`config.mk`:
```
export PLATFORM = sky130hd
export DESIGN_NAME = if_stage_flat
export DESIGN_NICKNAME = d
export VERILOG_FILES = /design/src/rtl/mips_pkg.sv /design/src/rtl/if_stage_if.sv /design/src/rtl/if_stage_ifid_reg.sv /design/src/rtl/if_stage.sv /design/src/flat_wrapper.sv
export SDC_FILE = /design/constraint.sdc
export NUM_CORES = 1
export LEC_CHECK = 0
export ABC_AREA = 1
export ABC_CLOCK_PERIOD_IN_PS = 1830
export CAP_MARGIN = 20
export CORE_MARGIN = 2
export CORE_UTILIZATION = 47
export CTS_BUF_LIST = sky130_fd_sc_hd__clkbuf_4 sky130_fd_sc_hd__clkbuf_8
export DETAILED_ROUTE_END_ITERATION = 7
export GPL_ROUTABILITY_DRIVEN = 1
export PLACE_DENSITY = 0.83
export SKIP_LAST_GASP = 1
export SYNTH_ARGS = -nofsm -noshare
export SYNTH_HDL_FRONTEND = slang
export SYNTH_HIERARCHICAL = 1
export SYNTH_SLANG_ARGS = --single-unit
```
`constraint.sdc`:
```
create_clock -name clk -period 1.83 [get_ports clk]
set_input_delay 0.2745 -clock clk [delete_from_list [all_inputs] [get_ports clk]]
set_output_delay 0.2745 -clock clk [all_outputs]
set_load 0.01 [all_outputs]
```
`src/rtl/mips_pkg.sv`:
```
// Shared constants for the MIPS pipeline: word width, reset/bubble encodings,
// instruction memory depth, a few opcodes and a target alignment helper.
package mips_pkg;

  localparam int          WORD_W     = 32;
  localparam logic [31:0] RESET_PC   = 32'h0000_0000;
  localparam int          IMEM_WORDS = 32;
  localparam logic [31:0] NOP_INSTR  = 32'h0000_0000;  // sll $0,$0,0

  localparam logic [5:0]  OP_J       = 6'h02;
  localparam logic [5:0]  OP_BEQ     = 6'h04;

  // Redirect targets are byte addresses; fetch is word-granular, so the
  // two low bits are dropped before they reach the PC.
  function automatic logic [WORD_W-1:0] word_align(input logic [WORD_W-1:0] addr);
    return {addr[WORD_W-1:2], 2'b00};
  endfunction

endpackage

```
`src/rtl/if_stage_if.sv`:
```
// Instruction memory port: the fetch stage drives a byte address and the
// memory returns the addressed word combinationally.
interface if_stage_if;
  import mips_pkg::*;

  logic [WORD_W-1:0] imem_addr;
  logic [WORD_W-1:0] imem_instr;

  modport master (output imem_addr, input  imem_instr);
  modport slave  (input  imem_addr, output imem_instr);
endinterface

```
`src/rtl/if_stage_ifid_reg.sv`:
```
// IF/ID pipeline register: holds when disabled, loads a bubble on flush,
// otherwise captures the fetched instruction, its PC+4 and validity.
module ifid_reg
  import mips_pkg::*;
#(
  parameter logic [WORD_W-1:0] NOP = NOP_INSTR
) (
  input  logic              clk,
  input  logic              reset,
  input  logic              en,
  input  logic              flush,
  input  logic [WORD_W-1:0] instr_in,
  input  logic [WORD_W-1:0] pc4_in,
  input  logic              valid_in,
  output logic [WORD_W-1:0] instr,
  output logic [WORD_W-1:0] pc4,
  output logic              valid
);

  logic [WORD_W-1:0] instr_q, instr_d;
  logic [WORD_W-1:0] pc4_q,   pc4_d;
  logic              valid_q, valid_d;

  // Next-state selection: hold, flush to bubble, or load.
  always_comb begin
    // NOTE: every output of this block gets a default first so no path
    // leaves a signal unassigned, which would otherwise infer a latch.
    instr_d = instr_q;
    pc4_d   = pc4_q;
    valid_d = valid_q;
    if (en) begin
      if (flush) begin
        instr_d = NOP;
        pc4_d   = '0;
        valid_d = 1'b0;
      end else begin
        instr_d = instr_in;
        pc4_d   = pc4_in;
        valid_d = valid_in;
      end
    end
  end

  // Register update with synchronous reset to a bubble.
  always_ff @(posedge clk) begin
    // NOTE: state uses non-blocking assignments so every flop samples the
    // pre-edge values regardless of block evaluation order.
    if (reset) begin
      instr_q <= NOP;
      pc4_q   <= '0;
      valid_q <= 1'b0;
    end else begin
      instr_q <= instr_d;
      pc4_q   <= pc4_d;
      valid_q <= valid_d;
    end
  end

  assign instr = instr_q;
  assign pc4   = pc4_q;
  assign valid = valid_q;

endmodule

```
`src/rtl/if_stage.sv`:
```
// Instruction-fetch stage: PC register, next-PC selection (stall > jump >
// branch > sequential), instruction memory range check, IF/ID register and
// a running count of valid instructions delivered to ID.
module if_stage #(
  parameter logic [31:0] RESET_PC   = mips_pkg::RESET_PC,
  parameter int unsigned IMEM_WORDS = mips_pkg::IMEM_WORDS,
  parameter logic [31:0] NOP_INSTR  = mips_pkg::NOP_INSTR
) (
  input  logic              clk,
  input  logic              reset,
  input  logic              stall,
  input  logic              branch_taken,
  input  logic [31:0]       branch_target,
  input  logic              jump,
  input  logic [31:0]       jump_target,
  if_stage_if.master        imem,
  output logic [31:0]       pc,
  output logic [31:0]       ifid_instr,
  output logic [31:0]       ifid_pc4,
  output logic              ifid_valid,
  output logic [31:0]       fetch_count
);
  import mips_pkg::word_align;

  // One bit wider than the PC so the end-of-memory bound cannot overflow.
  localparam logic [32:0] IMEM_BYTES = 33'(IMEM_WORDS) * 33'd4;

  logic [31:0] pc_q, pc_d;
  logic [31:0] fetch_count_q, fetch_count_d;
  logic [31:0] pc_plus4;
  logic        redirect;
  logic        in_range;
  logic [31:0] fetched;

  assign pc_plus4 = pc_q + 32'd4;  // wraps modulo 2^32
  assign redirect = jump | branch_taken;
  assign in_range = {1'b0, pc_q} < IMEM_BYTES;
  // Past the end of memory the returned word is meaningless; feed a bubble.
  assign fetched  = in_range ? imem.imem_instr : NOP_INSTR;

  // Next PC and fetch count; jump outranks branch if ID ever raises both.
  always_comb begin
    pc_d          = pc_q;
    fetch_count_d = fetch_count_q;
    if (!stall) begin
      if (jump) begin
        pc_d = word_align(jump_target);
      end else if (branch_taken) begin
        pc_d = word_align(branch_target);
      end else begin
        pc_d = pc_plus4;
        if (in_range) fetch_count_d = fetch_count_q + 32'd1;
      end
    end
  end

  // PC and counter registers with synchronous reset.
  always_ff @(posedge clk) begin
    if (reset) begin
      pc_q          <= RESET_PC;
      fetch_count_q <= '0;
    end else begin
      pc_q          <= pc_d;
      fetch_count_q <= fetch_count_d;
    end
  end

  ifid_reg #(.NOP(NOP_INSTR)) u_ifid_reg (
    .clk      (clk),
    .reset    (reset),
    .en       (!stall),
    .flush    (redirect),
    .instr_in (fetched),
    .pc4_in   (pc_plus4),
    .valid_in (in_range),
    .instr    (ifid_instr),
    .pc4      (ifid_pc4),
    .valid    (ifid_valid)
  );

  assign imem.imem_addr = pc_q;
  assign pc             = pc_q;
  assign fetch_count    = fetch_count_q;

endmodule
```
`src/flat_wrapper.sv`:
```
// flat-port wrapper written by rule: the top's interface ports become plain ports
module if_stage_flat import mips_pkg::word_align;
#(
  parameter logic [31:0] RESET_PC   = mips_pkg::RESET_PC,
  parameter int unsigned IMEM_WORDS = mips_pkg::IMEM_WORDS,
  parameter logic [31:0] NOP_INSTR  = mips_pkg::NOP_INSTR
)
  (clk, reset, stall, branch_taken, branch_target, jump, jump_target, pc, ifid_instr, ifid_pc4, ifid_valid, fetch_count, imem_imem_addr, imem_imem_instr);
  if_stage_if imem_i ();
  input  logic clk;
  input  logic reset;
  input  logic stall;
  input  logic branch_taken;
  input  logic [31:0] branch_target;
  input  logic jump;
  input  logic [31:0] jump_target;
  output logic [31:0] pc;
  output logic [31:0] ifid_instr;
  output logic [31:0] ifid_pc4;
  output logic ifid_valid;
  output logic [31:0] fetch_count;
  output wire logic [$bits(imem_i.imem_addr)-1:0] imem_imem_addr;
  input wire logic [$bits(imem_i.imem_instr)-1:0] imem_imem_instr;
  assign imem_imem_addr = imem_i.imem_addr;
  assign imem_i.imem_instr = imem_imem_instr;
  if_stage #(.RESET_PC(RESET_PC), .IMEM_WORDS(IMEM_WORDS), .NOP_INSTR(NOP_INSTR)) u_core (.clk(clk), .reset(reset), .stall(stall), .branch_taken(branch_taken), .branch_target(branch_target), .jump(jump), .jump_target(jump_target), .imem(imem_i), .pc(pc), .ifid_instr(ifid_instr), .ifid_pc4(ifid_pc4), .ifid_valid(ifid_valid), .fetch_count(fetch_count));
endmodule
```
==> results.json, run 1 <==
{
  "fmax_mhz": 557.6,
  "areaGrowthSynthToFinish_pct": 44.75,
  "fin_nets": 1533,
  "peakVddDrop_uv": 463.1,
  "drv_slew": 0,
  "cp.required_ns": 1.56,
  "worst_ep_arrival_time_ns": 1.52,
  "dr.pass1.iters": 5,
  "viasPerCell": 5.212,
  "crit_end": "pc[10]",
  "synthArstFlopShare_pct": 0,
  "cp_max_fo": 6,
  "cts_tree": "built",
  "clkLatencyLatePin_ns": 0.45,
  "cts_buffer_depth": 2,
  "cp_cell_sequence": "clkdlybuf4s50_1",
  "gp_congestion": 0.9256,
  "first_global_vias": 7832,
  "path_delay_family": "buffers and inverters",
  "synth_top_family_by_area": "simple AND/OR/NAND/NOR gates",
  "grt_util_all_layers_pct": 28.90,
  "antenna_found_initial": 0,
  "place_hpwl_mm": 17.46,
  "ff2ff_path_depth": 9,
  "num_io_pins": 262,
  "ff2ff_setup_slack_ns": 0.12,
  "synthMuxAreaShare_pct": 0,
  "synth-simple-area-share_pct": 36.36,
  "synthCells": 1196,
  "crit_type": "register to output port",
  "critPathBufInv": 1,
  "reg2reg_to": "u_core/fetch_count[25]$_SDFFE_PP0P_",
  "clk_pin_slew_ns": 0.07,
  "min_path_type": "input port to register",
  "slew_headroom_pct": 61.47,
  "status": "completed",
  "end_kind": "output port",
  "critical_path.startpoint": "u_core/imem.imem_addr[10]$_SDFFE_PP0N_",
  "cts-htree-levels": 4,
  "diodes": 0,
  "slowest_stage": "clkdlybuf4s50_1",
  "synth-xor-area-share_pct": 2.720,
  "hold_viol_final": 0,
  "core-area_mm2": 0.01531,
  "synth_compound_area_share_pct": 14.14,
  "yosys.area_share.adder_pct": 0.3379,
  "grt_start_max_net_pins": 63,
  "ys_warn_count": 6,
  "ys_types": 25,
  "worst_pin_slew_ns": 0.5779,
  "synth_top_area_share_pct": 34.33,
  "p_leak_nw": 4.150,
  "yosys.cell_count.top_type": "nand2_1",
  "worstSetupPathDepth": 1,
  "yosys-top-cells-count": "345 x nand2_1, 187 x nor2_1, 155 x a21oi_1",
  "clkSinkCount": 127,
  "synthTopCellsByArea": "dfxtp_1 34%, nand2_1 17%, a21oi_1 10%, nor2_1 9.5%, nand3_1 6.4%",
  "final-instance-count-excl-fill": 1654,
  "synth-edff-count": 0,
  "vias": 8621,
  "grt_pass1_wl_mm": 38.37,
  "synth_area_per_cell_um2": 6.192,
  "fin_tns_setup_ns": 0,
  "max_stage_delay_ns": 0.61,
  "fp.dieW_um": 129.5,
  "start_kind": "register",
  "grt_overflow": 0,
  "synth_seq_cells": 127,
  "antenna_left": 0,
  "fp.dieArea_mm2": 0.01678,
  "rsz0062_at_grt": "no",
  "synth_flop_cell": "dfxtp_1",
  "fin_crit_sh_pct": 97.99,
  "cts-root-buf": "clkbuf_8",
  "finalCriticalPeriod_ns": 1.793,
  "p_per_area_mw_per_mm2": 664.9,
  "drt-initial-drc-count": 770,
  "die_h_um": 129.5,
  "layout-drive-gt1-share_pct": 8.593,
  "cts_buffers": 17,
  "io_buffer_count": 253,
  "holdPathStages": 4,
  "initial_core_util_pct": 48.36,
  "avgRoutedWirePerCell_um": 14.90,
  "finalClockSkew_ns": 0.008776,
  "holdWs_ns": 0.2758,
  "timing.rr.start": "u_core/fetch_count[4]$_SDFFE_PP0P_",
  "synth_area_mm2": 0.007406,
  "wl_mm": 24.65,
  "finalSetupViolations": 0,
  "synth-seq-area-share_pct": 34.33,
  "route.detailed.drc": 0,
  "post_cts_buffers": 0,
  "num_rows": 45,
  "yosysTopAreaCell": "dfxtp_1",
  "drv_cap": 0,
  "dp_cells": 1622
}
worst min-delay path by stage:
stage	start	end	slack [ns]
after detailed placement	u_core/u_ifid_reg/instr[24]$_SDFFE_PP0P_	u_core/u_ifid_reg/instr[24]$_SDFFE_PP0P_	0.45
after global routing	jump	u_core/imem.imem_addr[3]$_SDFFE_PP0N_	0.30
after CTS	jump	u_core/imem.imem_addr[3]$_SDFFE_PP0N_	0.25
after global placement	u_core/u_ifid_reg/instr[13]$_SDFFE_PP0P_	u_core/u_ifid_reg/instr[13]$_SDFFE_PP0P_	0.45
final	jump	u_core/imem.imem_addr[3]$_SDFFE_PP0N_	0.28
after floorplan	jump_target[3]	u_core/imem.imem_addr[3]$_SDFFE_PP0N_	0.46
kinds of logic after synthesis:
kind of cell | Yosys count
adders and majority gates | 2
and+or+nand+nor | 656
AOI/OAI and AO/OA | 209
DFF | 127
xor gates and xnor gates | 23
buffers and inverters | 178
other | 1
metrics by stage:
step	util (%)	cell area (um^2)	setup WS [ns]	power [mW]
finish	70.00	10720	0.03675	7.128
global route	70.00	10720	0.001406	7.376
CTS	69.58	10660	0.004790	7.151
detailed placement	66.12	10130	0.04380	4.058
global placement	66.12	10130	0.08797	4.050
floorplan	-	7425	0.1804	3.502
layout make-up:
cell class	count	area [um^2]
well taps	211	264.0
flip-flops and latches	127	2572
clock inverters	9	200.2
repair buffers	306	3045
clock buffers	23	316.6
multi-input cells	896	4014
fillers	1338	4594
inverters	82	307.8
state kept, by name, indices dropped and copies added, names as in the netlist:
register                 count
u_core/u_ifid_reg/instr     32
u_core/fetch_count          32
u_core/u_ifid_reg/valid      1
u_core/imem.imem_addr       30
u_core/u_ifid_reg/pc4       32
cells in the final DEF, fill, tap and decap left out:
cell type        instances
a21oi_1                155
a31oi_1                  1
and2_1                   2
buf_12                   8
buf_2                    1
buf_4                   46
bufinv_16                6
clkbuf_8                23
clkdlybuf4s50_1        242
clkinv_2                 1
clkinvlp_4               2
conb_1                   6
dfxtp_1                113
dfxtp_2                  9
dfxtp_4                  5
dlymetal6s2s_1           9
ha_1                     1
ha_2                     1
inv_1                   72
inv_2                   10
nand2_1                345
nand3_1                 94
nand3_2                  1
nand3b_1                16
nand4_1                  5
nor2_1                 182
nor2_2                   6
nor2_4                   4
nor3_2                   1
o21ai_0                 52
o21ai_1                  1
xnor2_1                  4
xor2_1                  19
layer usage:
layer / wire length, um / vias to the layer above / global-route usage [%]
met5: 0 / - / 0
li1: - / 4251 / -
met2: 12120 / 392 / 49.10
met3: 1861 / 74 / 5.533
met1: 9681 / 3904 / 35.42
met4: 986 / 0 / 13.54
power breakdown:
part / leakage, nW / internal, mW / switching, mW
clock: 0.254 / 1.98 / 1.13
combinational: 2.86 / 0.559 / 0.569
sequential: 1.04 / 2.83 / 0.0656
timing repair:
| action | CTS | global route |
|---|---|---|
| pin swaps | 0 | 1 |
| hold buffers | 0 | 0 |
| endpoints found under the setup margin | 12 | 66 |
| gates resized for setup | 8 | 29 |
| hold endpoints to repair | 0 | 0 |
Note: power is estimated with default switching activity, not from simulation.
==> run 2: changes to the inputs <==
CORE_ASPECT_RATIO = 1.2   (was not set)
==> results.json, run 2 (synthesis gave the netlist of run 1 again) <==
{
  "total_power_mw": 6.369,
  "nFillCells": 1409,
  "holdPathStages": 2,
  "peakVddDrop_uv": 419.4,
  "post_dp_cell_area_mm2": 0.01015,
  "clkLatencyLatePin_ns": 0.44,
  "fin_crit_sh_pct": 97.29,
  "slowest_stage": "clkdlybuf4s50_1",
  "place_hpwl_mm": 18.20,
  "areaGrowthSynthToFinish_pct": 42.74,
  "end_kind": "output port",
  "grt_pass1_wl_mm": 38.75,
  "drv_cap": 0,
  "slew_headroom_pct": 61.98,
  "first_global_vias": 7810,
  "hold_viol_final": 0,
  "initial_core_util_pct": 47.73,
  "worst_pin_slew_ns": 0.5703,
  "cts-htree-levels": 4,
  "p_leak_nw": 3.980,
  "cts-root-buf": "clkbuf_8",
  "min_path_type": "input port to register",
  "post-route-util_pct": 68.14,
  "final-instance-count-excl-fill": 1650,
  "vias": 8509,
  "grt_start_max_net_pins": 84,
  "layout-drive-gt1-share_pct": 8.322,
  "finalSetupViolations": 0,
  "max_stage_delay_ns": 0.56,
  "cp.required_ns": 1.56,
  "dp_cells": 1620,
  "status": "completed",
  "finalClockSkew_ns": 0.01007,
  "start_kind": "register",
  "drt-initial-drc-count": 667,
  "fin_nets": 1534,
  "fp.dieW_um": 118.6,
  "grt_overflow": 0,
  "dr.pass1.iters": 6,
  "clk_pin_slew_ns": 0.08,
  "core-area_mm2": 0.01551,
  "avgRoutedWirePerCell_um": 15.13,
  "gp_congestion": 0.9394,
  "mostFrequentLayoutCells": "344 x nand2_1, 251 x clkdlybuf4s50_1, 185 x nor2_1",
  "io_buffer_count": 253,
  "ff2ff_path_depth": 8,
  "antenna_left": 0,
  "num_rows": 50,
  "diodes": 0,
  "fmax_mhz": 561.7,
  "die_h_um": 141.5,
  "cp_cell_sequence": "buf_4 -> clkdlybuf4s50_1",
  "route.detailed.drc": 0,
  "worst_ep_arrival_time_ns": 1.51,
  "layout_commonest_cell": "nand2_1",
  "drv_slew": 0,
  "crit_type": "register to output port",
  "num_io_pins": 262,
  "cts_tree": "built",
  "antenna_found_initial": 0,
  "p_per_area_mw_per_mm2": 602.4,
  "cp_max_fo": 5,
  "grt_util_all_layers_pct": 28.45,
  "fp.dieArea_mm2": 0.01678,
  "cts_buffer_depth": 2,
  "finalCriticalPeriod_ns": 1.780,
  "clkSinkCount": 127,
  "cts_buffers": 17,
  "viasPerCell": 5.157,
  "wl_mm": 24.97,
  "final_area_mm2": 0.01057
}
==> run 2: final cells by class <==
cell class | instances | area [um^2] | area share, %
clock inverter | 6 | 57.56 | 0.5444
sequential | 127 | 2559 | 24.20
clock buffer | 24 | 317.8 | 3.006
inverter | 82 | 307.8 | 2.912
tap | 208 | 260.3 | 2.462
timing repair buffer | 307 | 3055 | 28.90
multi-input combinational | 896 | 4014 | 37.97
==> run 2: report_power, final <==
part           total (mW)  leakage (nW)  switching [mW]  internal, mW
Combinational        1.13          2.75           0.557         0.568
Clock                2.35         0.197            1.09          1.26
Sequential           2.89          1.04          0.0647          2.83
Total                6.37          3.98            1.71          4.66
==> run 2: layer usage <==
metal	GRT usage (%)	vias up	share of wire, %
li1	-	4242	-
met1	33.47	3824	40
met2	52.06	395	51
met3	4.904	48	6.7
met4	9.649	0	2.7
met5	0	-	0
==> run 2: final timing paths <==
check | from | to | slack, ns
worst max-delay path | u_core/imem.imem_addr[30]$_SDFFE_PP0N_ | imem_imem_addr[30] | 0.05
worst min-delay path | reset | u_core/fetch_count[16]$_SDFFE_PP0P_ | 0.16
worst max register to register | u_core/imem.imem_addr[2]$_SDFFE_PP0N_ | u_core/u_ifid_reg/pc4[27]$_SDFFE_PP0P_ | 0.06
worst min register to register | u_core/u_ifid_reg/pc4[9]$_SDFFE_PP0P_ | u_core/u_ifid_reg/pc4[9]$_SDFFE_PP0P_ | 0.46
==> run 2: repair_timing <==
item | in CTS | in global routing
endpoints found under the setup margin | 6 | 29
setup buffers | 0 | 0
hold buffers | 0 | 0
resized for setup | 3 | 17
==> run 2: through the flow <==
step | TNS [ns] | worst slack, ns | hold WS [ns]
6_report | 0 | 0.04968 | 0.1587
5_1_grt | -0.002876 | -0.002876 | 0.1563
4_1_cts | 0 | 0.0008660 | 0.1396
3_5_place_dp | 0 | 0.02051 | 0.4528
3_3_place_gp | 0 | 0.05370 | 0.4494
2_1_floorplan | 0 | 0.1804 | 0.4621
==> run 2: critical path, delay by kind of cell (launching register included) <==
| kind | cells | cell delay [ns] |
|---|---|---|
| DFF | 1 | 0.35 |
| buffers and inverters | 2 | 0.72 |
